<file path="src/rtl/morse_decoder_pkg.sv">
// Shared Morse definitions: FSM states, symbol values, character codes and the
// code -> (length, symbol bits) table that the encoder and decoder both use.
package morse_decoder_pkg;

    typedef enum logic [1:0] {
        StIdle,
        StMark,
        StSpace,
        StEmit
    } state_e;

    localparam logic SYM_PONTO = 1'b0;
    localparam logic SYM_TRACO = 1'b1;

    localparam int unsigned MAX_SYMS  = 5;
    localparam int unsigned NUM_CODES = 36;

    localparam logic [5:0] CODE_0 = 6'd0;
    localparam logic [5:0] CODE_1 = 6'd1;
    localparam logic [5:0] CODE_2 = 6'd2;
    localparam logic [5:0] CODE_3 = 6'd3;
    localparam logic [5:0] CODE_4 = 6'd4;
    localparam logic [5:0] CODE_5 = 6'd5;
    localparam logic [5:0] CODE_6 = 6'd6;
    localparam logic [5:0] CODE_7 = 6'd7;
    localparam logic [5:0] CODE_8 = 6'd8;
    localparam logic [5:0] CODE_9 = 6'd9;
    localparam logic [5:0] CODE_A = 6'd10;
    localparam logic [5:0] CODE_B = 6'd11;
    localparam logic [5:0] CODE_C = 6'd12;
    localparam logic [5:0] CODE_D = 6'd13;
    localparam logic [5:0] CODE_E = 6'd14;
    localparam logic [5:0] CODE_F = 6'd15;
    localparam logic [5:0] CODE_G = 6'd16;
    localparam logic [5:0] CODE_H = 6'd17;
    localparam logic [5:0] CODE_I = 6'd18;
    localparam logic [5:0] CODE_J = 6'd19;
    localparam logic [5:0] CODE_K = 6'd20;
    localparam logic [5:0] CODE_L = 6'd21;
    localparam logic [5:0] CODE_M = 6'd22;
    localparam logic [5:0] CODE_N = 6'd23;
    localparam logic [5:0] CODE_O = 6'd24;
    localparam logic [5:0] CODE_P = 6'd25;
    localparam logic [5:0] CODE_Q = 6'd26;
    localparam logic [5:0] CODE_R = 6'd27;
    localparam logic [5:0] CODE_S = 6'd28;
    localparam logic [5:0] CODE_T = 6'd29;
    localparam logic [5:0] CODE_U = 6'd30;
    localparam logic [5:0] CODE_V = 6'd31;
    localparam logic [5:0] CODE_W = 6'd32;
    localparam logic [5:0] CODE_X = 6'd33;
    localparam logic [5:0] CODE_Y = 6'd34;
    localparam logic [5:0] CODE_Z = 6'd35;

    // Symbol bits are left-aligned: first symbol in bit 4, 1 = traco.
    typedef struct packed {
        logic [2:0] len;
        logic [4:0] bits;
    } pattern_t;

    function automatic pattern_t char_pattern(input logic [5:0] code);
        pattern_t p;
        p = '0;
        case (code)
            CODE_0: p = {3'd5, 5'b11111};
            CODE_1: p = {3'd5, 5'b01111};
            CODE_2: p = {3'd5, 5'b00111};
            CODE_3: p = {3'd5, 5'b00011};
            CODE_4: p = {3'd5, 5'b00001};
            CODE_5: p = {3'd5, 5'b00000};
            CODE_6: p = {3'd5, 5'b10000};
            CODE_7: p = {3'd5, 5'b11000};
            CODE_8: p = {3'd5, 5'b11100};
            CODE_9: p = {3'd5, 5'b11110};
            CODE_A: p = {3'd2, 5'b01000};
            CODE_B: p = {3'd4, 5'b10000};
            CODE_C: p = {3'd4, 5'b10100};
            CODE_D: p = {3'd3, 5'b10000};
            CODE_E: p = {3'd1, 5'b00000};
            CODE_F: p = {3'd4, 5'b00100};
            CODE_G: p = {3'd3, 5'b11000};
            CODE_H: p = {3'd4, 5'b00000};
            CODE_I: p = {3'd2, 5'b00000};
            CODE_J: p = {3'd4, 5'b01110};
            CODE_K: p = {3'd3, 5'b10100};
            CODE_L: p = {3'd4, 5'b01000};
            CODE_M: p = {3'd2, 5'b11000};
            CODE_N: p = {3'd2, 5'b10000};
            CODE_O: p = {3'd3, 5'b11100};
            CODE_P: p = {3'd4, 5'b01100};
            CODE_Q: p = {3'd4, 5'b11010};
            CODE_R: p = {3'd3, 5'b01000};
            CODE_S: p = {3'd3, 5'b00000};
            CODE_T: p = {3'd1, 5'b10000};
            CODE_U: p = {3'd3, 5'b00100};
            CODE_V: p = {3'd4, 5'b00010};
            CODE_W: p = {3'd3, 5'b01100};
            CODE_X: p = {3'd4, 5'b10010};
            CODE_Y: p = {3'd4, 5'b10110};
            CODE_Z: p = {3'd4, 5'b11000};
            default: p = '0;
        endcase
        return p;
    endfunction

    function automatic logic [4:0] len_mask(input logic [2:0] len);
        logic [4:0] m;
        case (len)
            3'd1:    m = 5'b10000;
            3'd2:    m = 5'b11000;
            3'd3:    m = 5'b11100;
            3'd4:    m = 5'b11110;
            3'd5:    m = 5'b11111;
            default: m = 5'b00000;
        endcase
        return m;
    endfunction

endpackage

</file>
<file path="src/rtl/morse_rom.sv">
// Inverse Morse table: (symbol bits, length) -> character code, with a hit flag
// for patterns that have no entry.
module morse_rom
    import morse_decoder_pkg::*;
(
    input  logic [4:0] morse_i,
    input  logic [2:0] len_i,
    output logic [5:0] num_o,
    output logic       hit_o
);

    always_comb begin
        num_o = '0;
        hit_o = 1'b0;
        for (int unsigned c = 0; c < NUM_CODES; c++) begin
            if (char_pattern(6'(c)) == {len_i, morse_i}) begin
                num_o = 6'(c);
                hit_o = 1'b1;
            end
        end
    end

endmodule

</file>
<file path="src/rtl/morse_decoder.sv">
// Morse receiver: times key marks/spaces, collects dot/dash symbols and emits
// the decoded character code after a long silence.
module morse_decoder
    import morse_decoder_pkg::*;
#(
    parameter int unsigned DOT_MAX  = 3,
    parameter int unsigned CHAR_GAP = 8,
    parameter int unsigned CNT_W    = 8
) (
    input  logic       clk,
    input  logic       reset,
    input  logic       key,
    output logic [5:0] num,
    output logic       ready,
    output logic       err,
    output logic [4:0] morse,
    output logic [4:0] display
);

    localparam logic [CNT_W-1:0] DotMaxCnt = CNT_W'(DOT_MAX);
    localparam logic [CNT_W-1:0] GapCnt    = CNT_W'(CHAR_GAP);
    localparam logic [CNT_W-1:0] CntOne    = CNT_W'(1);
    localparam logic [CNT_W-1:0] CntMax    = {CNT_W{1'b1}};

    state_e           state_q, state_d;
    logic [CNT_W-1:0] cnt_q, cnt_d;
    logic [2:0]       len_q, len_d;
    logic [4:0]       buf_q, buf_d;
    logic             ovf_q, ovf_d;
    logic [5:0]       num_q, num_d;
    logic             ready_q, ready_d;
    logic             err_q, err_d;
    logic [4:0]       morse_q, morse_d;
    logic [4:0]       display_q, display_d;

    logic [5:0] rom_num;
    logic       rom_hit;
    logic       sym;

    morse_rom u_rom (
        .morse_i (buf_q),
        .len_i   (len_q),
        .num_o   (rom_num),
        .hit_o   (rom_hit)
    );

    // Saturated counter still compares above DOT_MAX, so it stays a dash.
    assign sym = (cnt_q > DotMaxCnt) ? SYM_TRACO : SYM_PONTO;

    always_comb begin
        state_d   = state_q;
        cnt_d     = cnt_q;
        len_d     = len_q;
        buf_d     = buf_q;
        ovf_d     = ovf_q;
        num_d     = num_q;
        ready_d   = 1'b0;
        err_d     = 1'b0;
        morse_d   = morse_q;
        display_d = display_q;

        unique case (state_q)
            StIdle: begin
                if (key) begin
                    state_d = StMark;
                    cnt_d   = CntOne;
                end
            end
            StMark: begin
                if (key) begin
                    if (cnt_q != CntMax) begin
                        cnt_d = cnt_q + CntOne;
                    end
                end else begin
                    if (len_q < 3'(MAX_SYMS)) begin
                        buf_d[3'd4 - len_q] = sym;
                        len_d               = len_q + 3'd1;
                    end else begin
                        ovf_d = 1'b1;
                    end
                    state_d = StSpace;
                    cnt_d   = CntOne;
                end
            end
            StSpace: begin
                if (key) begin
                    state_d = StMark;
                    cnt_d   = CntOne;
                end else if (cnt_q < GapCnt) begin
                    cnt_d = cnt_q + CntOne;
                end else begin
                    state_d = StEmit;
                end
            end
            StEmit: begin
                if (rom_hit && !ovf_q) begin
                    ready_d   = 1'b1;
                    num_d     = rom_num;
                    morse_d   = buf_q;
                    display_d = len_mask(len_q);
                end else begin
                    err_d = 1'b1;
                end
                buf_d = '0;
                len_d = '0;
                ovf_d = 1'b0;
                // A key already down here is the first mark cycle of the next character.
                if (key) begin
                    state_d = StMark;
                    cnt_d   = CntOne;
                end else begin
                    state_d = StIdle;
                    cnt_d   = '0;
                end
            end
            default: begin
                state_d = StIdle;
                cnt_d   = '0;
            end
        endcase
    end

    always_ff @(posedge clk) begin
        if (reset) begin
            state_q   <= StIdle;
            cnt_q     <= '0;
            len_q     <= '0;
            buf_q     <= '0;
            ovf_q     <= 1'b0;
            num_q     <= '0;
            ready_q   <= 1'b0;
            err_q     <= 1'b0;
            morse_q   <= '0;
            display_q <= '0;
        end else begin
            state_q   <= state_d;
            cnt_q     <= cnt_d;
            len_q     <= len_d;
            buf_q     <= buf_d;
            ovf_q     <= ovf_d;
            num_q     <= num_d;
            ready_q   <= ready_d;
            err_q     <= err_d;
            morse_q   <= morse_d;
            display_q <= display_d;
        end
    end

    assign num     = num_q;
    assign ready   = ready_q;
    assign err     = err_q;
    assign morse   = morse_q;
    assign display = display_q;

endmodule

</file>
<file path="config.mk">
export PLATFORM = sky130hd
export DESIGN_NAME = morse_decoder
export DESIGN_NICKNAME = d
export VERILOG_FILES = /design/src/rtl/morse_decoder_pkg.sv /design/src/rtl/morse_rom.sv /design/src/rtl/morse_decoder.sv
export SDC_FILE = /design/constraint.sdc
export NUM_CORES = 1
export LEC_CHECK = 0
export CORE_ASPECT_RATIO = 1.25
export CORE_MARGIN = 3
export CORE_UTILIZATION = 58
export CTS_CLUSTER_DIAMETER = 50
export CTS_CLUSTER_SIZE = 25
export DETAILED_ROUTE_END_ITERATION = 16
export GPL_TIMING_DRIVEN = 0
export HOLD_SLACK_MARGIN = 0.06
export PLACE_DENSITY = 0.8
export SLEW_MARGIN = 20
export SYNTH_ARGS = -nofsm -noshare
export SYNTH_HDL_FRONTEND = slang
export SYNTH_HIERARCHICAL = 1
export SYNTH_SLANG_ARGS = --single-unit
</file>
<file path="constraint.sdc">
create_clock -name clk -period 3.6 [get_ports clk]
set_clock_uncertainty 0.1 [all_clocks]
set_input_delay 1.08 -clock clk [delete_from_list [all_inputs] [get_ports clk]]
set_output_delay 1.08 -clock clk [all_outputs]
set_load 0.05 [all_outputs]
</file>
## Word level (Yosys, flattened, before mapping)

Cells that the tools add are included.

| storage, ports and cells | value |
|---|---|
| output and inout port bits | 18 |
| word-level logic and storage cells | 182 |
| bits of input ports | 3 |
| register bits after elaboration | 37 |

| operators by class | value |
|---|---|
| $add $sub $neg | 3 |
| reduce and logical (&&, ||, !) cells | 11 |
| eq/ne operators | 52 |
| mux-type cells | 100 |
| $lt $le $gt $ge | 5 |
| bitwise logic cells | 1 |

Operators with widths:

| cell | count |
|---|---|
| 8-bit equality test, first input constant | 22 |
| 7-bit by 8-bit equality test with 1-bit output, first input constant | 12 |
| 5-bit two-way mux | 18 |
| 1-bit two-way mux | 45 |
| 8-bit two-way mux | 5 |
| 4-bit two-way mux | 8 |
| 8-bit one-hot mux with 4 select lines | 1 |
| 5-bit one-hot mux with 5 select lines | 1 |
| 6-bit two-way mux | 4 |
| 3-bit two-way mux | 6 |
| 6-bit by 8-bit equality test with 1-bit output, first input constant | 2 |
| 2-bit two-way mux | 6 |
| 3-bit AND reduction | 4 |
| 5-bit one-hot mux with 2 select lines | 1 |
| 3-bit inequality test, second input constant | 3 |
| 8-bit by 1-bit adder with 8-bit output, second input constant | 1 |
| 8-bit by 2-bit > comparator with 1-bit output, second input constant | 1 |
| 8-bit by 4-bit < comparator with 1-bit output, second input constant | 1 |
| 2-bit inequality test, second input constant | 4 |
| 8-bit inequality test, second input constant | 1 |
| 2-bit one-hot mux with 4 select lines | 1 |
| 3-bit by 2-bit equality test with 1-bit output, second input constant | 2 |
| 3-bit equality test, second input constant | 2 |
| 3-bit one-hot mux with 2 select lines | 1 |
| other kinds (18) | 20 |

## Longest topological paths before layout

Gate-level depths: netlist (run 1).

| depth | value |
|---|---|
| depth after elaboration | 39 |
| gate-level depth with buffers | 13 |
| gate-level depth less buffers | 9 |

## Modules after synthesis

Netlist (run 1), hierarchy kept.

Modules (own cells, without submodules):

| module | seq. area each (um^2) | area each (um^2) | times used | cells an instance |
|---|---|---|---|---|
| morse_decoder | 740.7 | 1806.7 | 1 | 215 |
| morse_rom | 0.0 | 740.7 | 1 | 121 |

## Worst setup path after synthesis (run 1)

OpenSTA, ideal clock, no wires.

| path | value |
|---|---|
| path type | register to register |
| start point | register len_q[0] |
| end point | register morse_q[0], in the netlist morse[0] |
| cell stages (with the launch flop) | 13 |
| data required time | 3368 ps |
| clock period less this slack | 2979 ps |
| arrival | 2747 ps |
| slack | 621 ps |
| buffers on the path | 3 |
| library setup time | 132 ps |
| cells stage by stage | dfxtp_1 > buf_6 > and3b_1 > o211ai_2 > o211ai_1 > or4_1 > or4_1 > nor2b_1 > nor2b_1 > clkbuf_1 > clkbuf_1 > nand2_1 > a21oi_1 |

| on the way | value |
|---|---|
| longest elaborated chain between the ends | 39 |
| elaborated cells on any way between the ends | 74 |
| classes of those cells | eq/ne (36); mux (36); reduce/logical (2) |

Ends and longest elaborated chain:

| item | RTL line | RTL |
|---|---|---|
| from (decl) | morse_decoder.sv:27 | `logic [2:0] len_q, len_d;` |
| from (signal assigned) | morse_decoder.sv:138 | `len_q <= len_d;` |
| 8-bit equality test | morse_rom.sv:16 | `if (char_pattern(6'(c)) == {len_i, morse_i}) begin` |
| 1-bit two-way mux (35 in series) | morse_rom.sv:16 |  |
| 1-bit two-way mux (*) | morse_rom.sv:16 |  |
| net rom_hit | morse_decoder.sv:37 | `logic rom_hit;` |
| 1-bit logical AND (*) | morse_decoder.sv:96 | `if (rom_hit && !ovf_q) begin` |
| 2-bit AND reduction (no source line) (*) | n/a |  |
| to (signal assigned) | morse_decoder.sv:144 | `morse_q <= morse_d;` |
| to (decl) | morse_decoder.sv:33 | `logic [4:0] morse_q, morse_d;` |

The timed path passes the listed nets; every way through them passes the cells marked *.
A chain may end at the register's enable or synchronous reset.

## Final worst setup path (run 1)

| path | value |
|---|---|
| start point | register len_q[2] |
| end point | register num_q[2], in the netlist num[2] |

| on the way | value |
|---|---|
| longest elaborated chain between the ends | 39 |
| elaborated cells on any way between the ends | 106 |
| classes of those cells | eq/ne (36); mux (68); reduce/logical (2) |

Ends and longest elaborated chain:

| item | RTL line | RTL |
|---|---|---|
| 8-bit equality test | morse_rom.sv:16 |  |
| 1-bit two-way mux (35 in series) | morse_rom.sv:16 |  |
| 1-bit two-way mux (*) | morse_rom.sv:16 |  |
| net rom_hit | morse_decoder.sv:37 |  |
| 1-bit logical AND (*) | morse_decoder.sv:96 |  |
| 2-bit AND reduction (no source line) (*) | n/a |  |
| to (signal assigned) | morse_decoder.sv:141 | `num_q <= num_d;` |
| to (decl) | morse_decoder.sv:30 | `logic [5:0] num_q, num_d;` |

Marked as above.

==> results of run 1 <==
## routing by layer
layer,vias to the layer above,global-route usage (%)
met3,20,3.50
met4,0,10.8
li1,1288,-
met5,-,0
met1,1224,33.9
met2,73,46.2
## worst max path at each step
stage,start,endpoint
floorplan,len_q[0],morse[0]
global placement,len_q[2],morse[3]
detailed placement,len_q[2],morse[1]
CTS,len_q[1],num[2]
global route,len_q[1],num[1]
finish,len_q[2],num[2]
## cells by family (layout without fill, tap and decap cells)
family                   Yosys count  after routing  synth area share, %
buffers and inverters             40             67                 6.78
adder cells (fa/ha/maj)            8              8                 3.93
flip-flops                        37             37                 29.1
AO/OA/AOI/OAI                     93             93                 24.1
AND/OR/NAND/NOR                  152            152                 33.9
multiplexers                       3              3                 1.18
XOR/XNOR                           3              3                 1.03
## worst min-delay path: cells and delay by family (launching register included)
family	cells	cell delay, ps
simple gates	1	50
flops	1	310
compound gates	1	50
## state kept, by name (all words and copies together), names as in the netlist
signal / flops
cnt_q: 8
num: 6
buf_q: 5
display: 5
morse: 5
len_q: 3
state_q: 2
err: 1
ovf_q: 1
ready: 1
## stage by stage
step,std cells,worst slack [ps],area [um^2],setup TNS (ps)
global route,419,27.1,2940,0
floorplan,336,621,2550,0
CTS,419,46.8,2920,0
detailed placement,411,-63.5,2810,-585
finish,419,209,2940,0
global placement,411,-81.9,2810,-841
## cell usage in the layout, fill, tap and decap left out, types with 6 or more instances in the layout
master	count
nand2_1	48
a21oi_1	43
dfxtp_1	35
nor2_1	19
clkdlybuf4s50_1	19
inv_1	15
nor3_1	12
clkbuf_1	11
or4_1	11
nand3_1	8
nor2b_1	8
ha_1	8
buf_2	7
o21ai_0	7
nand2b_1	6
## timing repair
action                     4_1_cts  5_1_grt
setup endpoints to repair       12       13
pin swaps                        0        0
hold buffers                     0        0
resized for setup                1       12
## layout make-up
class	count	area, um^2	area share (%)
Clock buffer	5	68.8	2.34
Tap cell	56	70.1	2.38
Multi-Input combinational cell	259	1650	56.0
Buffer	25	121	4.13
Inverter	15	56.3	1.91
Clock inverter	3	43.8	1.49
Sequential cell	37	743	25.3
Timing Repair Buffer	19	190	6.47
## power by group
part / total (mW) / switching [mW] / internal (mW) / leakage [nW]
Combinational: 0.0854 / 0.0537 / 0.0317 / 0.628
Sequential: 0.417 / 0.00487 / 0.413 / 0.300
Clock: 0.369 / 0.161 / 0.208 / 0.0585
Total: 0.872 / 0.220 / 0.652 / 0.986
==> impl_metrics.ini, run 1 <==
[drt]
totalWireLength_um = 6610
via_per_inst = 6.22
dr.pass1.iters = 4
met2_length_um = 3340
dr_wl_met3_um = 298
vias = 2605
drcViolationCount = 0
ant_nets = 0
drtIter0Drc = 253
highest_layer = met4
met1_length_um = 2810
wl_per_cell_um = 15.8

[synth]
async_flop_share_pct = 0
synth_edf_count = 0
synth_area_leaders = dfxtp_1, a21oi_1, nand2_1
synth_common_cells = nand2_1, a21oi_1, dfxtp_1
synthMostInstantiatedCell = nand2_1
synthCells = 336
syn_avg_cell_area_um2 = 7.58
synth-seq-cells = 37
synth-seq-area-share_pct = 29.1
syn_area_mm2 = 0.00255
yosys.area.top_type = dfxtp_1
yosysWarnings = 6
yosys_most_used_dff = dfxtp_1
synthesis.nets = 347
ys_types = 61
synth_top_cell_area_share_pct = 29.1

[clock_network]
path_clk_slew_ps = 80
clk_latency_ps = 290
numClockSinks = 37
root_buffer = clkbuf_8
cts_made_buffers = 5
cts_tree = yes
cts_buffer_depth = 2
cts_setup_buffers = 0
cts_htree_levels = 2

[hold_path]
hold_path_depth = 2
min_from = display[1]
hold_path_end = display[1]
min_path_type = reg -> reg

[global_route]
grt_use_total_pct = 27.0
grt_pass1_vias = 2472
grt_pass1_wl_um = 11300
grt_overflow = 0
grt_max_degree = 18
antenna_found_initial = 0

[sta]
drv_slew = 0
finalCriticalPeriod_ps = 3390
maxSlewHeadroom_pct = 44.5
max_slew.worst_pin.slew_ps = 826
hold_violations = 0
setup_viol = 0
fin_hold_ws_ps = 357
post-route-period-util_pct = 94.2
rsz0062_at_grt = no
fmax_mhz = 295

[setup_path]
cp_cell_sequence = nor2b_1, clkbuf_1, nand2_1, o211ai_1, or4_1, or4_1, nor2b_1, nor2b_1, clkbuf_2, clkbuf_2, nand2_1, a21oi_1
cp_data_required_time_ps = 3650
reg2reg_slack_ps = 210
crit_slowest_cell = or4_1
cp_num_cells = 12
crit_family = simple AND/OR/NAND/NOR gates
cpPeakStageDelay_ps = 590
crit_fanout = 17
path_buf_inv = 3
cp.arrival_ps = 3440
r2r-start = len_q[2]
endpoint_kind = flip-flop
cp_common_cell = nor2b_1
r2r-end = num[2]
crit_type = reg -> reg
r2r_cells = 12
startpoint_type = flip-flop

[layout]
fill_cells = 378
final_util_pct = 70.6
area_growth_pct = 15.5
drive_gt1_share_pct = 9.09
antennaDiodeCount = 0
fin_nets = 373

[floorplan]
dieWidth_um = 65.3
die_y_um = 80.1
core_area_mm2 = 0.00416
io_pins = 21
rows = 26
start_util_pct = 61.2
die-area_mm2 = 0.00523

[run_status]
status = complete, no violations

[power]
powerDensity_mw_per_mm2 = 296
vdd_drop_max_mv = 0.313
p_leak_nw = 0.986
total_power_mw = 0.872

[placed_design]
numPortBuffers = 19
gp_congestion = 0.956
hpwl_um = 4830

[job]
max-cap-violations = 0
No activity file was read; power rests on OpenSTA's default activity.
==> run 2: changes to the inputs <==
--- a/config.mk
+++ b/config.mk
@@ -5,6 +5,7 @@
 export SDC_FILE = /design/constraint.sdc
 export NUM_CORES = 1
 export LEC_CHECK = 0
+export ABC_AREA = 0
 export CORE_ASPECT_RATIO = 1.25
 export CORE_MARGIN = 3
 export CORE_UTILIZATION = 58
==> results of run 2 <==
Same layout as run 1: the final DEF is identical, and so are final timing and power.
==> run 3: changes to the inputs <==
--- a/config.mk
+++ b/config.mk
@@ -8,13 +8,13 @@
 export ABC_AREA = 0
 export CORE_ASPECT_RATIO = 1.25
 export CORE_MARGIN = 3
-export CORE_UTILIZATION = 58
+export CORE_UTILIZATION = 56
 export CTS_CLUSTER_DIAMETER = 50
 export CTS_CLUSTER_SIZE = 25
 export DETAILED_ROUTE_END_ITERATION = 16
 export GPL_TIMING_DRIVEN = 0
 export HOLD_SLACK_MARGIN = 0.06
-export PLACE_DENSITY = 0.8
+export PLACE_DENSITY = 0.77
 export SLEW_MARGIN = 20
 export SYNTH_ARGS = -nofsm -noshare
 export SYNTH_HDL_FRONTEND = slang
==> run 3 against run 2 <==
Net effect:
- global-route usage shrank 0.36 points
- clock power shrank 18%
- sequential share of layout area grew 0.13 points
- total power shrank 7.6%
- worst setup slack lost 14 ps
- maximum frequency shrank 0.41%
- count of clock-buffer cells in the layout grew 1
- critical path type unchanged
- critical endpoint is now num[3]
==> impl_metrics.ini, run 3 (same netlist as run 1, synthesis figures left out) <==
[drt]
drcViolationCount = 0
dr_wl_met3_um = 365
met1_length_um = 2760
totalWireLength_um = 6600
ant_nets = 0
via_per_inst = 6.25
dr.pass1.iters = 6
met2_length_um = 3290
vias = 2619
wl_per_cell_um = 15.8
highest_layer = met4
drtIter0Drc = 220

[sta]
fin_tns_setup_ps = 0
hold_violations = 0
setup_viol = 0
drv_slew = 0
max_slew.worst_pin.slew_ps = 807
fmax_mhz = 294
rsz0062_at_grt = no
post-route-period-util_pct = 94.6
finalCriticalPeriod_ps = 3410
maxSlewHeadroom_pct = 45.8

[setup_path]
cp_cell_sequence = buf_2, nor3b_1, o211ai_2, o211ai_1, or4_1, or4_1, nor2b_1, nor2b_1, clkbuf_2, clkbuf_2, nand2_1, a21oi_1
cp.arrival_ps = 3460
startpoint_type = flip-flop
crit_type = reg -> reg
cp_data_required_time_ps = 3650
crit_family = simple AND/OR/NAND/NOR gates
crit_slowest_cell = or4_1
endpoint_kind = flip-flop
cpPeakStageDelay_ps = 600
crit_fanout = 10
path_buf_inv = 3

[power]
clockPowerShare_pct = 37.5
internal_power_mw = 0.599
total_power_mw = 0.806
vdd_drop_max_mv = 0.331
comb_power_share_pct = 10.7
powerDensity_mw_per_mm2 = 275
pwr-share-seq_pct = 51.8
p_leak_nw = 0.982
switching_share_pct = 25.6
power.switching_mw = 0.206

[placed_design]
numPortBuffers = 19
gp_congestion = 0.926
placed_cell_area_mm2 = 0.00281
hpwl_um = 4810

[floorplan]
dieWidth_um = 66.3
die_y_um = 81.4
io_pins = 21
die-area_mm2 = 0.00540
core_area_mm2 = 0.00423
start_util_pct = 60.2
rows = 26

[global_route]
antenna_found_initial = 0
grt_overflow = 0
grt_pass1_wl_um = 11400
grt_pass1_vias = 2482
grt_max_degree = 18
grt_use_total_pct = 26.6

[clock_network]
cts_buffer_depth = 2
numClockSinks = 37
cts_htree_levels = 2
cts_resized = 1
root_buffer = clkbuf_8
cts_setup_buffers = 0
cts_tree = yes
clk_latency_ps = 280
hold_buffers = 0
cts_made_buffers = 5
path_clk_slew_ps = 70

[layout]
fill_cells = 358
postLayoutCellArea_mm2 = 0.00293
regMostFlops = cnt_q
largest_register_ffs = 8
drive_gt1_share_pct = 9.37
layout_common_cells = nand2_1, a21oi_1, dfxtp_1, nor2_1, clkdlybuf4s50_1
fin_nets = 373
final_common_cell = nand2_1
antennaDiodeCount = 0
area_growth_pct = 14.9

[job]
max-cap-violations = 0

[hold_path]
min_path_type = reg -> reg

[run_status]
status = complete, no violations
## run 3: changes by cell type in the layout (fill, tap and decap cells not counted)
| cell | delta |
|---|---|
| clkbuf_8 | +1 |
| clkbuf_1 | -1 |
| clkbuf_2 | +1 |
| bufinv_16 | -1 |
| clkinv_4 | +1 |
| inv_6 | -1 |
## run 3: final timing paths
path                  to  startpoint  slack, ps  cells past startpoint
setup / recovery  num[3]    len_q[1]        190                     12
hold / removal    num[4]      num[4]        350                      2
setup reg to reg  num[3]    len_q[1]        190                     12
hold reg to reg   num[4]      num[4]        350                      2
## run 3: layout make-up
type	count	area [um^2]	share of cell area, %
buffer	25	123	4.19
clock buffer	6	82.6	2.82
clock inverter	2	13.8	0.470
inverter	15	56.3	1.92
multi-input combinational	259	1650	56.3
sequential	37	743	25.4
tap	56	70.1	2.39
timing repair buffer	19	190	6.50
## run 3: worst register-to-register path, stage by stage (launching register included)
cell and delay (ps):
dfxtp_1 490, buf_2 270, nor3b_1 90, o211ai_2 170, o211ai_1 130, or4_1 540
or4_1 600, nor2b_1 190, nor2b_1 120, clkbuf_2 180, clkbuf_2 220, nand2_1 100
a21oi_1 60
## run 3: stage by stage
stage / utilization, % / hold WS (ps) / setup slack [ps] / instances
after detailed placement: 66.4 / 346 / -44.5 / 411
final: 69.2 / 354 / 195 / 419
after CTS: 68.7 / 357 / 51.2 / 419
after global placement: 66.4 / 341 / -60.4 / 411
after global routing: 69.2 / 374 / 0.181 / 419
after floorplan: - / 341 / 621 / 336
## run 3: per-layer routing
| metal | GRT usage [%] | vias up |
|---|---|---|
| li1 | - | 1290 |
| met1 | 32.8 | 1210 |
| met2 | 46.5 | 98 |
| met3 | 4.43 | 21 |
| met4 | 8.94 | 0 |
| met5 | 0 | - |
## run 3: power groups by stage
stage          registers [mW]  clock network, mW  logic (mW)
6_report                0.418              0.302      0.0859
5_1_grt                 0.418              0.325      0.0957
4_1_cts                 0.417              0.312      0.0844
3_5_place_dp            0.427                  0      0.0836
3_3_place_gp            0.426                  0      0.0830
2_1_floorplan           0.426                  0      0.0648
